File: src/rtl/timer_dev_pkg.sv
// timer_dev shared definitions: register offsets, FSM states, CTRL layout.
// Imported by the timer, its byte-lane merge and the bus interface users.
package timer_dev_pkg;

  localparam logic [1:0] REG_CTRL   = 2'd0;
  localparam logic [1:0] REG_PRESET = 2'd1;
  localparam logic [1:0] REG_COUNT  = 2'd2;
  localparam logic [1:0] REG_RSVD   = 2'd3;

  localparam logic [1:0] MODE_ONE  = 2'b00;
  localparam logic [1:0] MODE_AUTO = 2'b01;

  typedef enum logic [1:0] {
    ST_IDLE = 2'd0,
    ST_LOAD = 2'd1,
    ST_CNT  = 2'd2,
    ST_INT  = 2'd3
  } state_t;

  // CTRL[3]=IM, CTRL[2:1]=MODE, CTRL[0]=EN
  typedef struct packed {
    logic       im;
    logic [1:0] mode;
    logic       en;
  } ctrl_t;

  function automatic logic [31:0] lane_mask(
    input logic [3:0] be
  );
    return {{8{be[3]}}, {8{be[2]}},
            {8{be[1]}}, {8{be[0]}}};
  endfunction

endpackage

File: src/rtl/timer_dev_if.sv
// timer_dev_if: word-addressed store/load bus between bridge and timer.
// master = bridge side (drives addr/we/be/wdata), slave = device (rdata).
interface timer_dev_if;

  logic [1:0]  addr;
  logic        we;
  logic [3:0]  be;
  logic [31:0] wdata;
  logic [31:0] rdata;

  modport master (
    output addr, we, be, wdata,
    input  rdata
  );

  modport slave (
    input  addr, we, be, wdata,
    output rdata
  );

endinterface

File: src/rtl/timer_dev_be_merge.sv
// timer_dev_be_merge: combinational byte-lane merge of a store into a word.
// Ports: old_word/new_word (32), be (4) lane enables -> merged (32).
module timer_dev_be_merge
  import timer_dev_pkg::*;
(
  input  logic [31:0] old_word,
  input  logic [31:0] new_word,
  input  logic [3:0]  be,
  output logic [31:0] merged
);

  logic [31:0] mask;

  assign mask   = lane_mask(be);
  assign merged = (old_word & ~mask)
                | (new_word & mask);

endmodule

File: src/rtl/timer_dev.sv
// timer_dev: memory-mapped 32-bit down-counting timer with irq to CP0.
// Ports: clk, reset (sync, active-high), bus (timer_dev_if.slave), irq.
module timer_dev
  import timer_dev_pkg::*;
#(
  parameter logic [31:0] PRESET_INIT = 32'h0,
  parameter logic [31:0] CNT_RESET   = 32'h0
) (
  input  logic        clk,
  input  logic        reset,
  timer_dev_if.slave  bus,
  output logic        irq
);

  ctrl_t       ctrl;
  logic [31:0] preset;
  logic [31:0] count;
  state_t      state;
  logic        int_pend;

  logic        wr_any;
  logic        ctrl_wr;
  logic        preset_wr;
  logic [31:0] old_word;
  logic [31:0] merged;

  // An all-zero byte enable is a no-op, including
  // the int_pend clear side effect.
  assign wr_any    = bus.we && (bus.be != 4'b0000);
  assign ctrl_wr   = wr_any && (bus.addr == REG_CTRL);
  assign preset_wr = wr_any && (bus.addr == REG_PRESET);

  assign old_word = (bus.addr == REG_CTRL)
                  ? {28'h0, ctrl}
                  : preset;

  timer_dev_be_merge u_merge (
    .old_word (old_word),
    .new_word (bus.wdata),
    .be       (bus.be),
    .merged   (merged)
  );

  always_comb begin
    bus.rdata = 32'h0;
    unique case (bus.addr)
      REG_CTRL:   bus.rdata = {28'h0, ctrl};
      REG_PRESET: bus.rdata = preset;
      REG_COUNT:  bus.rdata = count;
      default:    bus.rdata = 32'h0;
    endcase
  end

  assign irq = ctrl.im & int_pend;

  // Bus writes are placed after the FSM so that a
  // CTRL write in INT beats the FSM clearing EN, and
  // a CTRL/PRESET write beats int_pend being set.
  always_ff @(posedge clk) begin
    if (reset) begin
      ctrl     <= '0;
      preset   <= PRESET_INIT;
      count    <= CNT_RESET;
      state    <= ST_IDLE;
      int_pend <= 1'b0;
    end else begin
      unique case (state)
        ST_IDLE: begin
          if (ctrl.en)
            state <= ST_LOAD;
        end
        ST_LOAD: begin
          count <= preset;
          state <= ST_CNT;
        end
        ST_CNT: begin
          if (!ctrl.en) begin
            state <= ST_IDLE;
          end else if (count > 32'd1) begin
            count <= count - 32'd1;
          end else begin
            count    <= 32'h0;
            int_pend <= 1'b1;
            state    <= ST_INT;
          end
        end
        ST_INT: begin
          if (ctrl.mode == MODE_AUTO)
            int_pend <= 1'b0;
          else
            ctrl.en  <= 1'b0;
          state <= ST_IDLE;
        end
        default: state <= ST_IDLE;
      endcase

      if (ctrl_wr)
        ctrl <= ctrl_t'(merged[3:0]);
      if (preset_wr)
        preset <= merged;
      if (ctrl_wr || preset_wr)
        int_pend <= 1'b0;
    end
  end

endmodule

File: src/flat_wrapper.sv
// flat-port wrapper written by rule: the top's interface ports become plain ports
module timer_dev_flat import timer_dev_pkg::*;
#(
  parameter logic [31:0] PRESET_INIT = 32'h0,
  parameter logic [31:0] CNT_RESET   = 32'h0
)
  (clk, reset, irq, bus_addr, bus_we, bus_be, bus_wdata, bus_rdata);
  timer_dev_if bus_i ();
  input  logic clk;
  input  logic reset;
  output logic irq;
  input wire logic [$bits(bus_i.addr)-1:0] bus_addr;
  input wire logic [$bits(bus_i.we)-1:0] bus_we;
  input wire logic [$bits(bus_i.be)-1:0] bus_be;
  input wire logic [$bits(bus_i.wdata)-1:0] bus_wdata;
  output wire logic [$bits(bus_i.rdata)-1:0] bus_rdata;
  assign bus_i.addr = bus_addr;
  assign bus_i.we = bus_we;
  assign bus_i.be = bus_be;
  assign bus_i.wdata = bus_wdata;
  assign bus_rdata = bus_i.rdata;
  timer_dev #(.PRESET_INIT(PRESET_INIT), .CNT_RESET(CNT_RESET)) u_core (.clk(clk), .reset(reset), .bus(bus_i), .irq(irq));
endmodule
File: config.mk
export PLATFORM = sky130hd
export DESIGN_NAME = timer_dev_flat
export DESIGN_NICKNAME = d
export VERILOG_FILES = /design/src/rtl/timer_dev_pkg.sv /design/src/rtl/timer_dev_if.sv /design/src/rtl/timer_dev_be_merge.sv /design/src/rtl/timer_dev.sv /design/src/flat_wrapper.sv
export SDC_FILE = /design/constraint.sdc
export NUM_CORES = 1
export LEC_CHECK = 0
export ABC_AREA = 1
export CAP_MARGIN = 20
export CORE_ASPECT_RATIO = 0.5
export CORE_MARGIN = 2
export CORE_UTILIZATION = 30
export CTS_BUF_LIST = sky130_fd_sc_hd__clkbuf_2 sky130_fd_sc_hd__clkbuf_4 sky130_fd_sc_hd__clkbuf_8
export DETAILED_ROUTE_END_ITERATION = 6
export GPL_TIMING_DRIVEN = 0
export PLACE_DENSITY = 0.52
export SYNTH_ARGS = -nofsm -noshare
export SYNTH_HDL_FRONTEND = slang
export SYNTH_HIERARCHICAL = 1
export SYNTH_SLANG_ARGS = --single-unit
File: constraint.sdc
create_clock -name clk -period 1.8 [get_ports clk]
set_input_delay 0.36 -clock clk [delete_from_list [all_inputs] [get_ports clk]]
set_output_delay 0.36 -clock clk [all_outputs]
set_load 0.1 [all_outputs]
==> results of run 1 <==
==> timing repair <==
action / CTS / global route
buffers inserted: 2 / 3
gates cloned: 3 / 1
resized for setup: 306 / 22
setup endpoints to repair: 98 / 87
pin swaps: 0 / 4
==> stage by stage <==
step / TNS (ps) / utilization / worst slack [ps] / cells
floorplan: -98.15 / - / -40.42 / 761
global placement: -84930 / 0.3987 / -1440 / 1038
detailed placement: -87000 / 0.3987 / -1452 / 1038
CTS: 0 / 0.4350 / 17.58 / 1056
global route: -10.56 / 0.4410 / -10.56 / 1060
finish: 0 / 0.4410 / 34.60 / 1060
==> cell families after synthesis <==
family	count (synthesis)	synth area share
adders and majority gates	2	0.005367
buffers and inverters	132	0.1192
DFF	71	0.3049
and+or+nand+nor	330	0.3084
xor gates and xnor gates	5	0.009393
AOI/OAI and AO/OA	221	0.2528
==> layout by cell type, fill, tap and decap left out, types with 9 or more instances in the layout <==
master	instances
nand2_1	174
a21oi_1	102
o21ai_0	83
inv_1	82
nor2_1	82
dfxtp_1	70
clkdlybuf4s50_1	38
o22ai_4	28
nand3_1	28
clkbuf_8	15
buf_12	14
buf_6	14
inv_2	12
nor2_2	12
buf_8	11
clkbuf_1	10
buf_2	9
nor2_4	9
==> worst max path at each step <==
stage	from	end	slack, ps	cells after the start
3_3_place_gp	bus_addr[0]	bus_rdata[3]	-1440	5
5_1_grt	u_core/count[0]	u_core/count[23]	-10	10
2_1_floorplan	bus_addr[0]	bus_rdata[3]	-40	4
6_report	bus_addr[0]	bus_rdata[10]	30	6
3_5_place_dp	bus_addr[0]	bus_rdata[3]	-1450	5
4_1_cts	bus_addr[1]	bus_rdata[27]	20	6
==> power by group through the flow <==
| stage | Clock (mW) | Combinational [mW] | Sequential [mW] |
|---|---|---|---|
| 6_report | 1.19 | 1.63 | 1.70 |
| 5_1_grt | 1.29 | 1.79 | 1.71 |
| 4_1_cts | 1.22 | 1.59 | 1.70 |
| 3_5_place_dp | 0 | 1.49 | 1.74 |
| 3_3_place_gp | 0 | 1.48 | 1.74 |
| 2_1_floorplan | 0 | 1.07 | 1.72 |
==> routing by layer <==
layer / share of wire / global-route usage / vias up
met3: 0.052 / 0.04329 / 11
met5: 0 / 0 / -
met4: 0.011 / 0.04099 / 0
li1: - / - / 2679
met1: 0.54 / 0.3347 / 2456
met2: 0.39 / 0.3130 / 118
==> worst register-to-register path, delay by kind of cell, from the launching register on <==
family	cells	cell delay, ps
AO/OA/AOI/OAI	1	130
adder cells (fa/ha/maj)	1	180
buffers and inverters	1	150
flip-flops	1	340
AND/OR/NAND/NOR	7	830
==> layout make-up <==
type / count / area (um2)
fillers: 1653 / 8549
multi-input cells: 558 / 3184
flip-flops and latches: 71 / 1423
repair buffers: 82 / 1003
plain buffers: 38 / 356.6
inverters: 94 / 352.8
well taps: 204 / 255.2
clock buffers: 12 / 165.2
clock inverters: 1 / 5.005
==> state kept, by name, summed over array words and instances, names as in the netlist <==
name / cells
u_core/state: 2
u_core/preset: 32
u_core/int_pend: 1
u_core/count: 32
u_core/ctrl: 4
==> run_results.csv, run 1 <==
group,metric,value,unit
floorplanning,start_util,0.3048,
setup_path,crit_type,"input port to primary output",
finish,final_net_count,897,
global_routing,grt_antenna_before_repair,0,
synth,yosys_warnings,6,
timing,fin_crit,1765,ps
cts,clock_latency,350,ps
detailed_routing,wirelength,17640,um
power_and_ir_drop,switchingPower,1.732,mW
power_and_ir_drop,seqPwrFrac,0.377,
cts,holdBufCountCts,0,
global_routing,grt_overflow_total,0,
power_and_ir_drop,p_comb_frac,0.361,
setup_path,start_kind,"input port",
global_routing,grt_usage,0.2187,
synth,netlist_top_cells_area,"dfxtp_1, nand2_1, a21oi_1",
place,placed_cell_area,6098,um2
detailed_routing,ant_nets,0,
hold_path,min_to,"u_core/state[0]",
power_and_ir_drop,powerDensity,670.6,nW/um2
setup_path,worstPathBufferInverterCount,4,
setup_path,worstPathCellList,"buf_2 > inv_2 > nand2_4 > buf_8 > o22ai_4 > buf_6",
detailed_routing,routedWlPerCell,16.64,um
setup_path,crit_fanout,10,
timing,skew,6.280,ps
synth,synth_area_per_cell,6.126,um2
detailed_routing,vias,5264,
hold_path,hold_path_class,"register to register",
setup_path,crit_required,1440,ps
setup_path,arrival,1410,ps
timing,min_period_over_period,0.9808,
synth,syn_nets,804,
floorplanning,core_area,15290,um2
global_routing,grt_pass1_wl,28310,um
synth,synth.most_common_cell,"nand2_1",
timing,tightest_slew,632.2,ps
job,maxCapViolations,0,
synth,syn_inst,761,
floorplanning,num_rows,32,
detailed_routing,drt_iter0_drc,379,
power_and_ir_drop,ir_worst_vdd,288.4,uV
detailed_routing,drc,0,
cts,clock-root-buffer,"clkbuf_8",
power_and_ir_drop,p_leak,2.754,nW
power_and_ir_drop,swShare,0.3829,
timing,report.final.hold_viol_count,0,
finish,antenna_cells,0,
global_routing,grt_pass1_vias,5093,
global_routing,grt_max_degree,11,
floorplanning,die-area,16610,um2
detailed_routing,avgViaCountPerCell,4.966,
synth,ys.flop_type,"dfxtp_1",
power_and_ir_drop,total_power,4.523,mW
finish,fin_area,6745,um2
cts,cts_made_buffers,9,
timing,relSlewSlack,0.5785,
place,routabilityCongestion,0.9079,
synth,synth_edf_count,0,
timing,slew_violations,0,
setup_path,r2r_cells,10,
synth,synth_common_cells,"nand2_1, a21oi_1, inv_1",
finish,area_delta_synth_final,44.69,%
synth,syn_area,4662,um2
timing,whs,476.9,ps
place,port-buffer-count,73,
setup_path,worstSetupEndpointType,"primary output",
floorplanning,die_h,92.15,um
synth,synth_async_sr_flop_share,0,
floorplanning,io_pins,74,
timing,setup_violations,0,
timing,clock.fmax,0.5664,GHz
cts,clk_path_buf_depth,2,
synth,synth-seq-cells,71,
synth,synth_area_leader_cell,"dfxtp_1",
synth,seq_area_frac_synth,0.3049,
synth,synth.distinct_cells,29,
hold_path,worstHoldPathCells,2,
cts,cts.clk_slew.worst_paths,70,ps
setup_path,timing.rr.end,"u_core/count[26]",
setup_path,r2r-start,"u_core/count[0]",
status,status,"finished, final reports clean",
setup_path,cpMaxStageDelayCell,"buf_8",
setup_path,critPathTopFamily,"buffers and inverters",
cts,cts.sinks,71,
floorplanning,die_w,180.3,um
setup_path,rrSetupSlack,110,ps
finish,final_layout_size_suffix_gt1_frac,0.2021,
cts,cts_tree,"yes",
synth,netlist.area_leader.share,0.3049,
setup_path,cp_slowest_stage_delay,260,ps
hold_path,hold_start,"u_core/ctrl[0]",
detailed_routing,drt-pass1-iter-count,6,
power_and_ir_drop,clkPwrFrac,0.262,
power_and_ir_drop,internal_power,2.791,mW
place,hpwl,13070,um
cts,cts_max_level,3,
Note: power is estimated with default switching activity, not from simulation.
==> run 2, diff against run 1 <==
--- a/config.mk
+++ b/config.mk
@@ -12,7 +12,7 @@
 export CORE_UTILIZATION = 30
 export CTS_BUF_LIST = sky130_fd_sc_hd__clkbuf_2 sky130_fd_sc_hd__clkbuf_4 sky130_fd_sc_hd__clkbuf_8
 export DETAILED_ROUTE_END_ITERATION = 6
-export GPL_TIMING_DRIVEN = 0
+export GPL_TIMING_DRIVEN = 1
 export PLACE_DENSITY = 0.52
 export SYNTH_ARGS = -nofsm -noshare
 export SYNTH_HDL_FRONTEND = slang
==> run_results.csv, run 2 (same netlist as run 1, synthesis figures left out) <==
group,metric,value,unit
power_and_ir_drop,clkPwrFrac,0.323,
power_and_ir_drop,p_leak,2.986,nW
place,placed_cell_area,6764,um2
hold_path,worstHoldPathCells,2,
cts,cts_made_buffers,9,
timing,rsz0062_at_grt,"false",
global_routing,grt_max_degree,68,
timing,relSlewSlack,0.6310,
finish,fin_area,7231,um2
floorplanning,io_pins,74,
cts,cts_tree,"yes",
finish,area_delta_synth_final,55.10,%
setup_path,timing.rr.end,"u_core/count[29]",
detailed_routing,drt-pass1-iter-count,5,
timing,clock.fmax,0.5728,GHz
timing,skew,15.63,ps
setup_path,r2r_cells,9,
status,status,"finished, final reports clean",
detailed_routing,drt_iter0_drc,323,
setup_path,cp_slowest_stage_delay,210,ps
power_and_ir_drop,switchingPower,1.794,mW
place,hpwl,11590,um
setup_path,start_kind,"input port",
cts,cts_max_level,3,
place,dp_cells,1058,
hold_path,hold_path_class,"register to register",
power_and_ir_drop,swShare,0.3528,
setup_path,arrival,1390,ps
finish,final_common_cell,"nand2_1",
setup_path,worstSetupEndpointType,"primary output",
finish,final_net_count,921,
detailed_routing,ant_nets,0,
setup_path,cpMaxStageDelayCell,"clkdlybuf4s15_2",
place,post-place-ws,-295.5,ps
global_routing,grt_usage,0.1925,
timing,setup_violations,0,
global_routing,grt_pass1_wl,25800,um
detailed_routing,avgViaCountPerCell,4.864,
power_and_ir_drop,seqPwrFrac,0.332,
cts,clock_latency,360,ps
finish,nFillCells,1574,
place,port-buffer-count,73,
finish,antenna_cells,0,
setup_path,crit_required,1440,ps
detailed_routing,wirelength,15890,um
timing,tightest_slew,552.7,ps
detailed_routing,drc,0,
power_and_ir_drop,total_power,5.084,mW
floorplanning,die_w,180.3,um
job,maxCapViolations,0,
power_and_ir_drop,powerDensity,703.1,nW/um2
finish,final_cells,1087,
cts,cts.sinks,71,
timing,worst_slack,54.21,ps
setup_path,r2r-start,"u_core/count[7]",
hold_path,min_to,"u_core/state[0]",
cts,clk_path_buf_depth,2,
timing,fin_crit,1746,ps
cts,cts.clk_slew.worst_paths,90,ps
floorplanning,die-area,16610,um2
timing,whs,490.5,ps
timing,tns,0,ps
finish,reg_top3,"u_core/count: 32 flops, u_core/preset: 32 flops, u_core/ctrl: 4 flops",
timing,report.final.hold_viol_count,0,
cts,clock-root-buffer,"clkbuf_8",
global_routing,grt_overflow_total,0,
detailed_routing,vias,5287,
floorplanning,num_rows,32,
hold_path,hold_start,"u_core/ctrl[0]",
floorplanning,die_h,92.15,um
power_and_ir_drop,internal_power,3.290,mW
setup_path,cpMostUsedCell,"buf_12",
timing,slew_violations,0,
detailed_routing,routedWlPerCell,14.62,um
power_and_ir_drop,ir_worst_vdd,345.8,uV
global_routing,grt_antenna_before_repair,0,
floorplanning,core_area,15290,um2
finish,final_layout_size_suffix_gt1_frac,0.2401,
power_and_ir_drop,p_comb_frac,0.344,
setup_path,rrSetupSlack,110,ps
finish,final_cell_mix,"nand2_1, a21oi_1, inv_1",
finish,utilization,0.4728,
setup_path,worstPathCellList,"clkdlybuf4s15_2 > buf_6 > nand2_8 > buf_12 > o22ai_4 > buf_12",
place,routabilityCongestion,0.8760,
setup_path,crit_fanout,8,
global_routing,grt_pass1_vias,4975,
floorplanning,start_util,0.3048,
setup_path,crit_type,"input port to primary output",
timing,min_period_over_period,0.9699,
-- run 2: cell type report --
class                   instances  area (um2)  share of cell area
multi-input cells             560        3206              0.4433
clock buffers                  11       151.4             0.02094
clock inverters                 5       103.9             0.01436
repair buffers                142        1735              0.2400
inverters                      94       355.3             0.04914
flip-flops and latches         71        1424              0.1969
well taps                     204       255.2             0.03530
-- run 2: worst max-delay path by stage --
stage | from | depth (start not counted) | endpoint
floorplan | bus_addr[0] | 4 | bus_rdata[3]
global placement | bus_addr[1] | 6 | bus_rdata[3]
detailed placement | bus_addr[1] | 6 | bus_rdata[3]
CTS | u_core/count[0] | 9 | u_core/count[14]
global route | u_core/count[1] | 4 | bus_rdata[1]
finish | bus_addr[0] | 6 | bus_rdata[15]
-- run 2: per-layer routing --
metal | routed length [um] | part of all wire | vias to the layer above | global-route usage
met5 | 0 | 0 | - | 0
met4 | 97 | 0.0061 | 0 | 0.03226
met3 | 420 | 0.026 | 8 | 0.03018
met2 | 6518 | 0.41 | 79 | 0.2856
met1 | 8849 | 0.56 | 2482 | 0.2932
li1 | - | - | 2718 | -
-- run 2: what timing repair did --
action | 4_1_cts | 5_1_grt
gates cloned | 3 | 1
pin swaps | 2 | 5
hold buffers | 0 | 0
setup endpoints to repair | 64 | 35
gates resized for setup | 18 | 12
buffers inserted | 4 | 5
-- run 2: critical path, delay by kind of cell --
kind | cells | cell delay (ps)
buffers and inverters | 4 | 700
AOI/OAI and AO/OA | 1 | 190
and+or+nand+nor | 1 | 110
-- run 2: power by group through the flow --
stage / combinational, mW / clock [mW] / sequential, mW
after detailed placement: 1.64 / 0 / 1.72
after CTS: 1.68 / 1.68 / 1.69
final: 1.75 / 1.64 / 1.69
after floorplan: 1.07 / 0 / 1.72
after global routing: 1.90 / 1.75 / 1.70
after global placement: 1.62 / 0 / 1.72
==> run 3, diff against run 2 <==
--- a/config.mk
+++ b/config.mk
@@ -7,7 +7,7 @@
 export LEC_CHECK = 0
 export ABC_AREA = 1
 export CAP_MARGIN = 20
-export CORE_ASPECT_RATIO = 0.5
+export CORE_ASPECT_RATIO = 2
 export CORE_MARGIN = 2
 export CORE_UTILIZATION = 30
 export CTS_BUF_LIST = sky130_fd_sc_hd__clkbuf_2 sky130_fd_sc_hd__clkbuf_4 sky130_fd_sc_hd__clkbuf_8
==> run_results.csv, run 3 (same netlist as run 1, synthesis figures left out) <==
group,metric,value,unit
finish,antenna_cells,0,
timing,report.final.hold_viol_count,0,
setup_path,start_kind,"input port",
setup_path,crit_type,"input port to primary output",
hold_path,hold_path_class,"register to register",
status,status,"finished, final reports clean",
global_routing,grt_antenna_before_repair,0,
floorplanning,die_w,92.15,um
cts,clk_path_buf_depth,2,
finish,multiInputGateArea,3181,um2
timing,fin_crit,1748,ps
timing,relSlewSlack,0.6388,
setup_path,cp_slowest_stage_delay,210,ps
finish,layout.area.seq,1423,um2
detailed_routing,wirelength,16870,um
global_routing,grt_max_degree,37,
setup_path,cpMaxStageDelayCell,"clkdlybuf4s15_2",
finish,reg_top3,"u_core/count: 32 flops, u_core/preset: 32 flops, u_core/ctrl: 4 flops",
timing,slew_violations,0,
floorplanning,core_area,15210,um2
cts,cts_tree,"yes",
cts,cts.sinks,71,
place,routabilityCongestion,0.8579,
timing,skew,9.965,ps
setup_path,worstSetupEndpointType,"primary output",
cts,cts.clk_slew.worst_paths,70,ps
detailed_routing,routedWlPerCell,15.71,um
floorplanning,num_rows,64,
timing,min_period_over_period,0.9710,
detailed_routing,drc,0,
timing,tightest_slew,541.1,ps
detailed_routing,vias,5381,
detailed_routing,avgViaCountPerCell,5.010,
timing,rsz0062_at_grt,"true",
finish,final_net_count,915,
detailed_routing,drt_iter0_drc,337,
detailed_routing,drt-pass1-iter-count,5,
finish,final_common_cell,"nand2_1",
timing,whs,482.0,ps
cts,cts_max_level,3,
global_routing,grt_usage,0.2035,
setup_path,cpMostUsedCell,"buf_12",
cts,clock_latency,350,ps
setup_path,crit_fanout,11,
setup_path,arrival,1390,ps
power_and_ir_drop,powerDensity,659.9,nW/um2
floorplanning,start_util,0.3064,
power_and_ir_drop,total_power,4.688,mW
finish,final_cell_mix,"nand2_1, a21oi_1, inv_1",
finish,final_cells,1074,
place,port-buffer-count,73,
finish,final_layout_size_suffix_gt1_frac,0.2260,
floorplanning,die_h,180.3,um
detailed_routing,ant_nets,0,
global_routing,grt_overflow_total,0,
timing,clock.fmax,0.5721,GHz
global_routing,grt_pass1_vias,5494,
timing,setup_violations,0,
floorplanning,io_pins,74,
cts,clock-root-buffer,"clkbuf_8",
setup_path,crit_required,1440,ps
power_and_ir_drop,ir_worst_vdd,313.2,uV
setup_path,worstPathCellList,"clkdlybuf4s15_2 > buf_6 > nand2_8 > buf_12 > o22ai_4 > buf_12",
finish,area_delta_synth_final,52.39,%
job,maxCapViolations,0,
finish,nFillCells,1607,
cts,cts_made_buffers,9,
floorplanning,die-area,16610,um2
cts,holdBufCountCts,0,
place,hpwl,13040,um
power_and_ir_drop,p_leak,2.925,nW
global_routing,grt_pass1_wl,26880,um
place,dp_cells,1052,
## run 3: changes by cell type in the layout (fill, tap and decap cells not counted), sizes merged
cell / change
nor2: -1
bufinv: -2
buf: -5
clkinvlp: +1
## run 3: area by class of cell
class                      instances  share of cell area
tap                              198             0.03487
timing repair buffer             137              0.2409
sequential                        71              0.2002
inverter                          94             0.05002
clock buffer                      11             0.01955
clock inverter                     4            0.006693
multi-input combinational        559              0.4477
## run 3: critical path, delay by kind of cell
| kind | cells | cell delay, ps |
|---|---|---|
| buffers and inverters | 4 | 710 |
| and+or+nand+nor | 1 | 100 |
| AOI/OAI and AO/OA | 1 | 200 |
## run 3: per-stage QoR
| stage | util | cell area [um2] | setup TNS [ps] | setup WS, ps |
|---|---|---|---|---|
| after global routing | 0.4669 | 7104 | -32.85 | -17.60 |
| final | 0.4669 | 7104 | 0 | 52.13 |
| after floorplan | - | 5112 | -98.15 | -40.42 |
| after CTS | 0.4616 | 7023 | 0 | 27.94 |
| after global placement | 0.4457 | 6782 | -16100 | -259.0 |
| after detailed placement | 0.4457 | 6782 | -20210 | -302.4 |
## run 3: timing repair
| item | 4_1_cts | 5_1_grt |
|---|---|---|
| pin swaps | 1 | 4 |
| resized for setup | 16 | 5 |
| gates cloned | 2 | 0 |
| endpoints found under the setup margin | 64 | 34 |
| buffers inserted | 0 | 5 |
## run 3: per-layer routing
layer / global-route usage / vias up / part of all wire
met5: 0 / - / 0
met4: 0.08000 / 0 / 0.035
met3: 0.02468 / 38 / 0.029
met2: 0.4147 / 127 / 0.58
met1: 0.1990 / 2509 / 0.35
li1: - / 2707 / -
## run 3: power breakdown
group          switching [mW]  internal [mW]
Combinational            1.08          0.636
Clock                   0.621          0.660
Sequential             0.0512           1.64
Total                    1.75           2.94
## run 3: final timing paths
check / start / to / slack (ps) / cells after the start
max: bus_addr[0] / bus_rdata[29] / 50 / 6
min: u_core/int_pend / u_core/int_pend / 480 / 2
max reg2reg: u_core/count[10] / u_core/count[7] / 110 / 9
min reg2reg: u_core/int_pend / u_core/int_pend / 480 / 2
